--- src/rtl/iso_tu_scheduler.sv ---
// Transfer-unit slot scheduler: maps each link-symbol cycle to a data, fill, FS or FE slot,
// spreading a fractional valid-symbol rate across TUs with a 1/256 accumulator.
module iso_tu_scheduler #(
   parameter int TU_SIZE = 64
) (
   input  logic       clk,
   input  logic       rst_n,
   input  logic       en,
   input  logic       cfg_load,
   input  logic [5:0] cfg_vld_sym,
   input  logic [7:0] cfg_frac,
   input  logic       fifo_empty,
   output logic [1:0] tu_sel,
   output logic       tu_rd_req,
   output logic       tu_start,
   output logic [5:0] tu_slot,
   output logic       tu_underflow
);

   localparam logic [5:0] LAST_SLOT = 6'(TU_SIZE - 1);
   localparam logic [1:0] SEL_FILL  = 2'b00;
   localparam logic [1:0] SEL_DATA  = 2'b01;
   localparam logic [1:0] SEL_FS    = 2'b10;
   localparam logic [1:0] SEL_FE    = 2'b11;

   typedef enum logic [1:0] {IDLE, ACTIVE, DRAIN} state_t;

   state_t     state;
   logic [5:0] lat_int;
   logic [7:0] lat_frac;
   logic [5:0] pend_int;
   logic [7:0] pend_frac;
   logic       pend_vld;
   logic [7:0] acc;
   logic [5:0] count;

   logic [5:0] eff_int;
   logic [7:0] eff_frac;
   logic [7:0] acc_base;
   logic [8:0] sum;
   logic [5:0] new_count;
   logic       wrap;
   logic       advance;
   logic [5:0] slot_nxt;
   logic [5:0] count_use;
   logic       data_nxt;
   logic [1:0] sel_nxt;

   function automatic logic [5:0] clamp_int(input logic [5:0] v);
      if (v == 6'd0)
         return 6'd1;
      else if (v > 6'd60)
         return 6'd60;
      else
         return v;
   endfunction

   // A new TU begins either from IDLE or after slot 63; both consume the pending config.
   always_comb begin
      eff_int  = pend_vld ? pend_int  : lat_int;
      eff_frac = pend_vld ? pend_frac : lat_frac;
      if (state == IDLE && cfg_load) begin
         eff_int  = clamp_int(cfg_vld_sym);
         eff_frac = cfg_frac;
      end
      wrap      = (state == IDLE) || (tu_slot == LAST_SLOT);
      acc_base  = (state == IDLE) ? 8'd0 : acc;
      sum       = {1'b0, acc_base} + {1'b0, eff_frac};
      new_count = eff_int + {5'd0, sum[8]};
      advance   = en || (state != IDLE && tu_slot != LAST_SLOT);
      slot_nxt  = wrap ? 6'd0 : tu_slot + 6'd1;
      count_use = wrap ? new_count : count;
      data_nxt  = slot_nxt < count_use;
      if (data_nxt)
         sel_nxt = fifo_empty ? SEL_FILL : SEL_DATA;
      else if (slot_nxt == count_use)
         sel_nxt = SEL_FS;
      else if (slot_nxt == LAST_SLOT)
         sel_nxt = SEL_FE;
      else
         sel_nxt = SEL_FILL;
   end

   always_ff @(posedge clk or negedge rst_n) begin
      if (!rst_n) begin
         state        <= IDLE;
         lat_int      <= 6'd1;
         lat_frac     <= 8'd0;
         pend_int     <= 6'd1;
         pend_frac    <= 8'd0;
         pend_vld     <= 1'b0;
         acc          <= 8'd0;
         count        <= 6'd1;
         tu_sel       <= SEL_FILL;
         tu_rd_req    <= 1'b0;
         tu_start     <= 1'b0;
         tu_slot      <= 6'd0;
         tu_underflow <= 1'b0;
      end else begin
         if (advance && wrap) begin
            lat_int  <= eff_int;
            lat_frac <= eff_frac;
            pend_vld <= 1'b0;
            acc      <= sum[7:0];
            count    <= new_count;
         end
         // A load in IDLE is immediate; otherwise it waits for the next TU boundary.
         if (cfg_load) begin
            if (state == IDLE) begin
               lat_int  <= clamp_int(cfg_vld_sym);
               lat_frac <= cfg_frac;
               pend_vld <= 1'b0;
            end else begin
               pend_int  <= clamp_int(cfg_vld_sym);
               pend_frac <= cfg_frac;
               pend_vld  <= 1'b1;
            end
         end
         if (advance) begin
            state        <= en ? ACTIVE : DRAIN;
            tu_slot      <= slot_nxt;
            tu_start     <= (slot_nxt == 6'd0);
            tu_sel       <= sel_nxt;
            tu_rd_req    <= data_nxt && !fifo_empty;
            tu_underflow <= ((state == IDLE) ? 1'b0 : tu_underflow) | (data_nxt && fifo_empty);
         end else begin
            state     <= IDLE;
            tu_slot   <= 6'd0;
            tu_start  <= 1'b0;
            tu_sel    <= SEL_FILL;
            tu_rd_req <= 1'b0;
         end
      end
   end

endmodule

--- config.mk ---
export PLATFORM = sky130hd
export DESIGN_NAME = iso_tu_scheduler
export DESIGN_NICKNAME = d
export VERILOG_FILES = /design/src/rtl/iso_tu_scheduler.sv
export SDC_FILE = /design/constraint.sdc
export NUM_CORES = 1
export LEC_CHECK = 0
export ABC_AREA = 1
export CORE_AREA = 2 2 97 99
export DETAILED_ROUTE_END_ITERATION = 8
export DIE_AREA = 0 0 99 101
export HOLD_SLACK_MARGIN = 0.1
export MAX_ROUTING_LAYER = met4
export PLACE_DENSITY = 0.66
export SYNTH_ARGS = -nofsm -noshare
export SYNTH_HDL_FRONTEND = slang
export SYNTH_SLANG_ARGS = --single-unit
--- constraint.sdc ---
create_clock -name clk -period 5.6 [get_ports clk]
set_input_delay 0.84 -clock clk [delete_from_list [all_inputs] [get_ports clk]]
set_output_delay 0.84 -clock clk [all_outputs]
set_load 0.005 [all_outputs]
==> reports/metrics.yaml, run 1 <==
status: "finished, final reports clean"
ys_seq_elements: 56
cts_made_buffers: 5
fin_crit_sh_pct: 85.7
ir_worst_vdd_mv: 0.143
worst_r2r_path_depth: 26
cp_num_buf_inv: 2
h-tree-depth: 2
dp_hpwl_mm: 5.20
ys_seq_area_share_pct: 40.6
first_iter_violations: 82
criticalPathCategory: "primary input to register"
cp_data_required_time_ns: 5.81
switching_share_pct: 35.6
p_clk_share_pct: 20.8
crit_arrival_ns: 5.01
fp.dieW_um: 99
cp-startpoint: "cfg_load"
p_comb_share_pct: 37.0
initial_utilization_pct: 38.6
async_flop_share_pct: 100
ys_warn_count: 0
pre_cts_slack_ns: 0.479
cts_resized: 0
post_cts_buffers: 0
row_count: 35
first_pass_iters: 4
vias_per_cell: 4.90
grt_usage_pct: 16.4
synth_nets: 488
wl_met1_mm: 3.53
num_antenna_cells: 0
skew_ns: 0.00716
first_global_vias: 2789
slew_headroom_pct: 50.2
vias: 2872
insertion_delay_ns: 0.32
core-area_mm2: 0.00898
ant_nets: 0
multiInputGateArea_mm2: 0.00170
path_max_fanout: 11
p_sw_mw: 0.461
rsz0062_at_grt: "no"
critPathTopFamily: "simple AND/OR/NAND/NOR gates"
synth_edf_count: 0
intPower_mw: 0.835
postCtsHoldBufs: 0
fmax_ghz: 0.208
seqPwrFrac_pct: 42.2
antenna_found_initial: 0
synth_top_cell_area_share_pct: 38.3
fin_tns_setup_ns: 0
cts_tree: "done"
r2r-end: "tu_sel[0]"
gp_congestion: 0.827
worst_pin_slew_ns: 0.747
yosysUniqueCellTypes: 43
grt_pass1_wl_mm: 12.9
path_common_cell: "nand2_1"
synth_area_leaders: "dfrtp_1 38%, nand2_1 13%, o21ai_0 6.2%, ha_1 6.1%, inv_1 6.1%"
drv_cap: 0
remaining_drc_errors: 0
grt_max_degree: 57
pin_count: 30
clockRootBuffer: "clkbuf_8"
postSynthCellCount: 451
rrSetupSlack_ns: 1.13
synth.top_cells.by_count: "120 x nand2_1, 56 x inv_1, 53 x dfrtp_1"
wl_per_cell_um: 12.5
clk_pin_slew_ns: 0.10
die_area_mm2: 0.0100
drive_gt1_share_pct: 10.1
wirelength_mm: 7.34
final-setup-viol-count: 0
gr-total-overflow: 0
die_y_um: 101
slowest_stage: "clkdlybuf4s50_1"
p_leak_nw: 1.97
clock_sinks: 56
critPathMaxStageDelay_ns: 0.57
synth_area_leader_cell: "dfrtp_1"
cp-end-kind: "register"
crit_cells: 26
nNetsFinal: 511
met2WireLength_mm: 3.42
areaGrowthSynthToFinish_pct: 12.6
min_path_type: "register to register"
dr.max_layer_used: "met4"
area.sequential_mm2: 0.00141
avgSynthCellArea_um2: 7.68
fill_cells: 917
setup_slack_ns: 0.802
post-synth-top-count-cell: "nand2_1"
fin_crit_ns: 4.80
cp-start-kind: "primary input"
port_buffers: 29
endpoint: "tu_sel[0]"
cts_buffer_depth: 2
hold_viol: 0
slew_viol_final: 0
routed-wl-met3_um: 288
synth_area_mm2: 0.00346
synth_flop_cell: "dfrtp_1"
timing.rr.start: "pend_vld"
p_per_area_mw_per_mm2: 332
final cells by class:
cell class,instances,area share [%]
multi-input cells,316,43.5
flip-flops and latches,56,36.0
clock buffers,6,1.86
well taps,111,3.56
inverters,62,6.06
repair buffers,33,8.08
clock inverters,2,0.898
kinds of logic after synthesis:
family          synth area share, %
xor+xnor                       1.26
flops                          40.6
fa+ha+maj                      6.72
simple gates                   26.4
compound gates                 14.6
buf+inv                        10.5
per-stage QoR:
| step | hold slack, ns | cells | instance area, um2 | power, mW | utilization (%) |
|---|---|---|---|---|---|
| after global placement | 0.457 | 578 | 3790 | 1.02 | 42.2 |
| after floorplan | 0.442 | 451 | 3460 | 0.907 | - |
| final | 0.481 | 586 | 3900 | 1.30 | 43.4 |
| after CTS | 0.485 | 586 | 3900 | 1.31 | 43.4 |
| after global routing | 0.512 | 586 | 3900 | 1.42 | 43.4 |
| after detailed placement | 0.463 | 578 | 3790 | 1.04 | 42.2 |
worst min path at each step:
stage | slack, ns | depth (start not counted) | start | end
4_1_cts | 0.48 | 2 | pend_int[0] | pend_int[0]
5_1_grt | 0.51 | 2 | pend_frac[7] | pend_frac[7]
2_1_floorplan | 0.44 | 2 | count[5] | count[5]
3_5_place_dp | 0.46 | 2 | pend_frac[7] | pend_frac[7]
3_3_place_gp | 0.46 | 2 | pend_frac[1] | pend_frac[1]
6_report | 0.48 | 2 | pend_int[0] | pend_int[0]
routing by layer:
metal / vias to the layer above / GRT usage (%)
met4: 0 / 5.69
met1: 1307 / 21.2
met5: - / -
met3: 11 / 2.64
met2: 62 / 26.5
li1: 1492 / -
registers in the layout (all words and copies together) (netlist names):
signal        cells
tu_underflow      1
acc               8
lat_frac          8
pend_int          6
tu_rd_req         1
pend_frac         8
count             6
tu_start          1
pend_vld          1
state             2
tu_slot           6
tu_sel            2
lat_int           6
cells in the final DEF (no fill, tap or decap), drive strengths merged:
cell / n
a21boi: 3
a21o: 1
a21oi: 16
a22oi: 3
a31oi: 3
buf: 5
bufinv: 1
clkbuf: 6
clkdlybuf4s50: 28
clkinv: 2
dfrtp: 53
dfstp: 3
fa: 1
ha: 17
inv: 61
nand2: 132
nand3: 23
nand3b: 2
nand4: 7
nor2: 34
nor3: 2
o211ai: 4
o21ai: 55
o21bai: 1
o22ai: 1
o31ai: 1
o41ai: 1
or2: 4
xnor2: 3
xor2: 2
worst min-delay path: stages (launching register included):
cell,delay (ns)
dfstp_2,0.38
nand2_1,0.06
nand2_1,0.05
power by group through the flow:
stage	clock network [mW]	logic, mW	registers, mW
global placement	0	0.472	0.552
detailed placement	0	0.481	0.555
finish	0.270	0.479	0.547
floorplan	0	0.363	0.544
global route	0.298	0.561	0.559
CTS	0.279	0.484	0.547
Note: power is estimated with default switching activity, not from simulation.
==> inputs of run 2 (changes only) <==
--- a/config.mk
+++ b/config.mk
@@ -6,12 +6,12 @@
 export NUM_CORES = 1
 export LEC_CHECK = 0
 export ABC_AREA = 1
-export CORE_AREA = 2 2 97 99
+export CORE_AREA = 2 2 92 94
 export DETAILED_ROUTE_END_ITERATION = 8
-export DIE_AREA = 0 0 99 101
+export DIE_AREA = 0 0 94 96
 export HOLD_SLACK_MARGIN = 0.1
 export MAX_ROUTING_LAYER = met4
-export PLACE_DENSITY = 0.66
+export PLACE_DENSITY = 0.72
 export SYNTH_ARGS = -nofsm -noshare
 export SYNTH_HDL_FRONTEND = slang
 export SYNTH_SLANG_ARGS = --single-unit
==> reports/metrics.yaml, run 2 (synthesized netlist as in run 1, its figures left out) <==
die_area_mm2: 0.00902  # -9.8%
post_layout_nonfiller_instances: 581  # -0.85%
pin_count: 30  # unchanged
grt_pass1_wl_mm: 12.5  # -3.1%
path_max_fanout: 19  # +8
dr.max_layer_used: "met4"
fin_tns_setup_ns: 0  # unchanged
placedCellCount: 573  # -0.87%
cp-start-kind: "primary input"
gp_congestion: 0.860  # +4.0%
clk_pin_slew_ns: 0.10  # about the same
gr-total-overflow: 0  # unchanged
cp-end-kind: "register"
ant_nets: 0  # unchanged
slew_viol_final: 0  # unchanged
vias_per_cell: 5.03  # +2.7%
postCtsHoldBufs: 0  # unchanged
remaining_drc_errors: 0  # unchanged
fin_crit_sh_pct: 83.1  # -2.6 points
power_mw: 1.25  # -3.6%
cts_buffer_depth: 2  # unchanged
wirelength_mm: 7.04  # -4.1%
core-area_mm2: 0.00805  # -10%
layout_commonest_cell: "nand2_1"
met2WireLength_mm: 3.51  # +2.8%
initial_utilization_pct: 43.0  # +4.4 points
nNetsFinal: 512  # +0.20%
rsz0062_at_grt: "no"
first_pass_iters: 4  # unchanged
post_cts_buffers: 0  # unchanged
crit_arrival_ns: 4.87  # -0.14 ns
antenna_found_initial: 0  # unchanged
first_global_vias: 2865  # +2.7%
drv_cap: 0  # unchanged
fp.dieW_um: 94  # -5.1%
port_buffers: 29  # unchanged
skew_ns: 0.0147  # +0.00752 ns
num_antenna_cells: 0  # unchanged
first_iter_violations: 213  # +160%
routed-wl-met3_um: 258  # -10%
cts_resized: 0  # unchanged
largestRegisters: "acc (8), lat_frac (8), pend_frac (8)"
min_path_type: "register to register"
status: "finished, final reports clean"
insertion_delay_ns: 0.31  # about the same
criticalPathCategory: "primary input to register"
wl_met1_mm: 3.20  # -9.2%
vias: 2924  # +1.8%
dp_hpwl_mm: 5.27  # +1.3%
fill_cells: 773  # -16%
row_count: 33  # -5.7%
wl_per_cell_um: 12.1  # -3.3%
fin_crit_ns: 4.66  # -0.143 ns
p_per_area_mw_per_mm2: 322  # -3.1%
slew_headroom_pct: 52.4  # +2.1 points
ir_worst_vdd_mv: 0.109  # -24%
hold_viol: 0  # unchanged
grt_usage_pct: 18.0  # +1.5 points
die_y_um: 96  # -5.0%
most-common-layout-cells: "120 x nand2_1, 56 x inv_1, 53 x dfrtp_1"
clockRootBuffer: "clkbuf_8"
fmax_ghz: 0.215  # +3.1%
p_leak_nw: 1.96  # -0.40%
grt_max_degree: 57  # unchanged
cts_tree: "done"
worst_pin_slew_ns: 0.715  # -0.0319 ns
clock_sinks: 56  # unchanged
h-tree-depth: 2  # unchanged
cp_data_required_time_ns: 5.81  # about the same
cts_made_buffers: 5  # unchanged
areaGrowthSynthToFinish_pct: 11.9
drive_gt1_share_pct: 10.1  # -0.021 points
final-setup-viol-count: 0  # unchanged
-- run 2: changes by cell type in the layout (fill, tap and decap cells not counted) --
cell / previous run / this run
bufinv_16: 1 / 0
clkinv_2: 2 / 1
clkbuf_1: 1 / 2
clkinv_4: 0 / 1
buf_4: 4 / 5
-- run 2: final timing paths --
check	start	end	slack, ns	depth (start not counted)
setup reg to reg	state[1]	tu_sel[0]	1.35	29
max in group asynchronous	rst_n	acc[2]	4.46	2
hold reg to reg	pend_int[0]	pend_int[0]	0.47	2
hold / removal	pend_int[0]	pend_int[0]	0.47	2
setup / recovery	cfg_load	tu_sel[0]	0.94	28
min in group asynchronous	rst_n	lat_frac[4]	0.63	2
-- run 2: final cells by class --
cell class	instances	area, um2	share of cell area (%)
Inverter	62	236	6.10
Clock inverter	1	8.76	0.226
Multi-Input combinational cell	316	1700	43.8
Timing Repair Buffer	34	323	8.33
Sequential cell	56	1410	36.2
Tap cell	105	131	3.39
Clock buffer	7	76.3	1.97
-- run 2: where the power goes --
part,internal (mW),leakage [nW],switching [mW]
Sequential,0.498,0.681,0.0458
Clock,0.0898,0.0424,0.131
Combinational,0.205,1.24,0.279
-- run 2: worst max-delay path, cell delays in order --
cell,delay [ns]
clkdlybuf4s50_1,0.58
nand2_2,0.18
buf_4,0.25
o21ai_0,0.17
inv_1,0.09
ha_1,0.35
nand3_1,0.10
nand2_1,0.06
nand2_1,0.08
nand2_1,0.05
a21oi_1,0.17
nor2_1,0.07
o21ai_0,0.17
nand2_1,0.07
ha_1,0.21
ha_1,0.21
nand2_1,0.09
nor2_1,0.04
nand2_1,0.08
a31oi_1,0.09
ha_1,0.28
nand2_1,0.06
nor2_1,0.14
o21ai_0,0.12
nand3_1,0.14
nor2_1,0.05
nand2_1,0.07
o21ai_1,0.07
-- run 2: per-stage QoR --
| step | utilization [%] | setup WS [ns] | hold slack (ns) | cell area, um2 |
|---|---|---|---|---|
| final | 48.2 | 0.944 | 0.473 | 3880 |
| after CTS | 48.2 | 0.956 | 0.475 | 3880 |
| after global placement | 47.1 | 0.723 | 0.457 | 3790 |
| after detailed placement | 47.1 | 0.629 | 0.460 | 3790 |
| after floorplan | - | 1.22 | 0.442 | 3460 |
| after global routing | 48.2 | 0.501 | 0.515 | 3880 |
-- run 2: metal layers --
layer / GRT usage [%] / vias to the layer above
met4: 4.83 / 0
met2: 31.6 / 43
met5: - / -
met1: 21.4 / 1373
met3: 3.13 / 6
li1: - / 1502
==> inputs of run 3 (changes only) <==
==> constraint.sdc (replaced) <==
create_clock -name clk -period 4.3 [get_ports clk]
set_input_delay 0.645 -clock clk [delete_from_list [all_inputs] [get_ports clk]]
set_output_delay 0.645 -clock clk [all_outputs]
set_load 0.005 [all_outputs]
==> reports/metrics.yaml, run 3 (synthesized netlist as in run 1, its figures left out) <==
p_comb_share_pct: 41.1  # +2.4 points
die_y_um: 96  # unchanged
slowest_stage: "clkdlybuf4s50_1"
p_leak_nw: 2.04  # +4.1%
grt_pass1_wl_mm: 13.1  # +4.9%
post_layout_nonfiller_instances: 596  # +2.6%
worst_pin_slew_ns: 0.708  # -0.00627 ns
finish.utilization_pct: 49.7  # +1.6 points
port_buffers: 29  # unchanged
switching_share_pct: 36.3  # -0.23 points
p_sw_mw: 0.614  # +35%
remaining_drc_errors: 0  # unchanged
r2r-end: "tu_sel[0]"
seqPwrFrac_pct: 41.9  # -1.7 points
drive_gt1_share_pct: 13.6  # +3.6 points
status: "finished, final reports clean"
nNetsFinal: 527  # +2.9%
worst_r2r_path_depth: 28  # -3.4%
largestRegisters: "acc (8), lat_frac (8), pend_frac (8)"
gp_congestion: 0.934  # +8.6%
slew_headroom_pct: 52.8  # +0.42 points
cts_resized: 0  # unchanged
drv_cap: 0  # unchanged
ant_nets: 0  # unchanged
path_common_cell: "nand2_1"
layout_commonest_cell: "nand2_1"
row_count: 33  # unchanged
worst_hold_slack_ns: 0.452  # -0.0209 ns
crit_arrival_ns: 4.16  # -0.71 ns
p_per_area_mw_per_mm2: 423  # +31%
path_max_fanout: 3  # -16
core-area_mm2: 0.00805  # unchanged
first_pass_iters: 4  # unchanged
grt_usage_pct: 18.7  # +0.79 points
slew_viol_final: 0  # unchanged
placedCellCount: 588  # +2.6%
grt_max_degree: 57  # unchanged
fin_crit_sh_pct: 91.2
fp.dieW_um: 94  # unchanged
skew_ns: 0.0145  # -0.000207 ns
first_iter_violations: 157  # -26%
most-common-layout-cells: "120 x nand2_1, 56 x inv_1, 52 x dfrtp_1"
timing.rr.start: "pend_vld"
hold_viol: 0  # unchanged
h-tree-depth: 2  # unchanged
fmax_ghz: 0.255
areaGrowthSynthToFinish_pct: 15.5
wl_met1_mm: 3.30  # +3.2%
dp_hpwl_mm: 5.44  # +3.3%
cp-start-kind: "primary input"
cts_made_buffers: 5  # unchanged
met2WireLength_mm: 3.70  # +5.3%
post_cts_buffers: 0  # unchanged
clock_sinks: 56  # unchanged
criticalPathCategory: "primary input to register"
cp-end-kind: "register"
antenna_found_initial: 0  # unchanged
dr.max_layer_used: "met4"
fill_cells: 775  # +0.26%
rrSetupSlack_ns: 0.46  # -0.89 ns
insertion_delay_ns: 0.32  # about the same
cts_buffer_depth: 2  # unchanged
wirelength_mm: 7.33  # +4.1%
min_path_type: "primary input to async pin"
p_clk_share_pct: 17.1  # -0.6 points
vias_per_cell: 4.96  # -1.4%
intPower_mw: 1.08  # +36%
cts_tree: "done"
fin_area_mm2: 0.00400  # +3.2%
routed-wl-met3_um: 233  # -9.7%
clk_pin_slew_ns: 0.10  # about the same
pin_count: 30  # unchanged
gr-total-overflow: 0  # unchanged
power_mw: 1.69  # +36%
vias: 2957  # +1.1%
fin_crit_ns: 3.92
wl_per_cell_um: 12.3  # +1.5%
critPathMaxStageDelay_ns: 0.39  # -0.19 ns
final-setup-viol-count: 0  # unchanged
clockRootBuffer: "clkbuf_8"
dpl_cell_area_mm2: 0.00391  # +3.0%
postCtsHoldBufs: 0  # unchanged
die_area_mm2: 0.00902  # unchanged
cp_data_required_time_ns: 4.54  # -1.27 ns
ir_worst_vdd_mv: 0.171  # +57%
num_antenna_cells: 0  # unchanged
initial_utilization_pct: 43.0  # unchanged
first_global_vias: 2924  # +2.1%
-- run 3: critical path: cells and delay by family --
| kind | cells | cell delay [ns] |
|---|---|---|
| AOI/OAI and AO/OA | 5 | 0.55 |
| and+or+nand+nor | 15 | 1.17 |
| adders and majority gates | 5 | 1.28 |
| buffers and inverters | 2 | 0.50 |
-- run 3: worst max path at each step --
stage | from | end | slack, ns | depth (start not counted)
final | cfg_frac[0] | tu_sel[0] | 0.38 | 27
after global routing | cfg_frac[0] | tu_sel[0] | -0.004 | 27
after CTS | cfg_load | tu_sel[0] | 0.01 | 25
after detailed placement | cfg_load | tu_sel[0] | -0.31 | 26
after global placement | cfg_load | tu_sel[0] | -0.22 | 26
after floorplan | cfg_load | tu_sel[0] | 0.11 | 28
-- run 3: final cells by class --
type | instances | area, um2 | share of cell area [%]
Sequential cell | 56 | 1410 | 35.1
Inverter | 62 | 236 | 5.91
Multi-Input combinational cell | 316 | 1710 | 42.6
Clock buffer | 7 | 76.3 | 1.91
Clock inverter | 1 | 8.76 | 0.219
Tap cell | 105 | 131 | 3.28
Timing Repair Buffer | 49 | 438 | 10.9
-- run 3: power by group through the flow --
| stage | combinational, mW | sequential (mW) | clock (mW) |
|---|---|---|---|
| 6_report | 0.695 | 0.709 | 0.289 |
| 4_1_cts | 0.694 | 0.709 | 0.297 |
| 3_3_place_gp | 0.669 | 0.714 | 0 |
| 3_5_place_dp | 0.689 | 0.720 | 0 |
| 5_1_grt | 0.809 | 0.724 | 0.323 |
| 2_1_floorplan | 0.473 | 0.708 | 0 |
-- run 3: stage by stage --
step | setup TNS, ns | setup slack (ns)
after floorplan | 0 | 0.110
after global placement | -0.730 | -0.218
after detailed placement | -1.02 | -0.309
after CTS | 0 | 0.0119
after global routing | -0.00449 | -0.00449
final | 0 | 0.379
-- run 3: metal layers --
| layer | up-vias | global-route usage (%) |
|---|---|---|
| met5 | - | - |
| met1 | 1379 | 22.7 |
| met4 | 0 | 5.31 |
| li1 | 1526 | - |
| met2 | 45 | 32.7 |
| met3 | 7 | 2.82 |
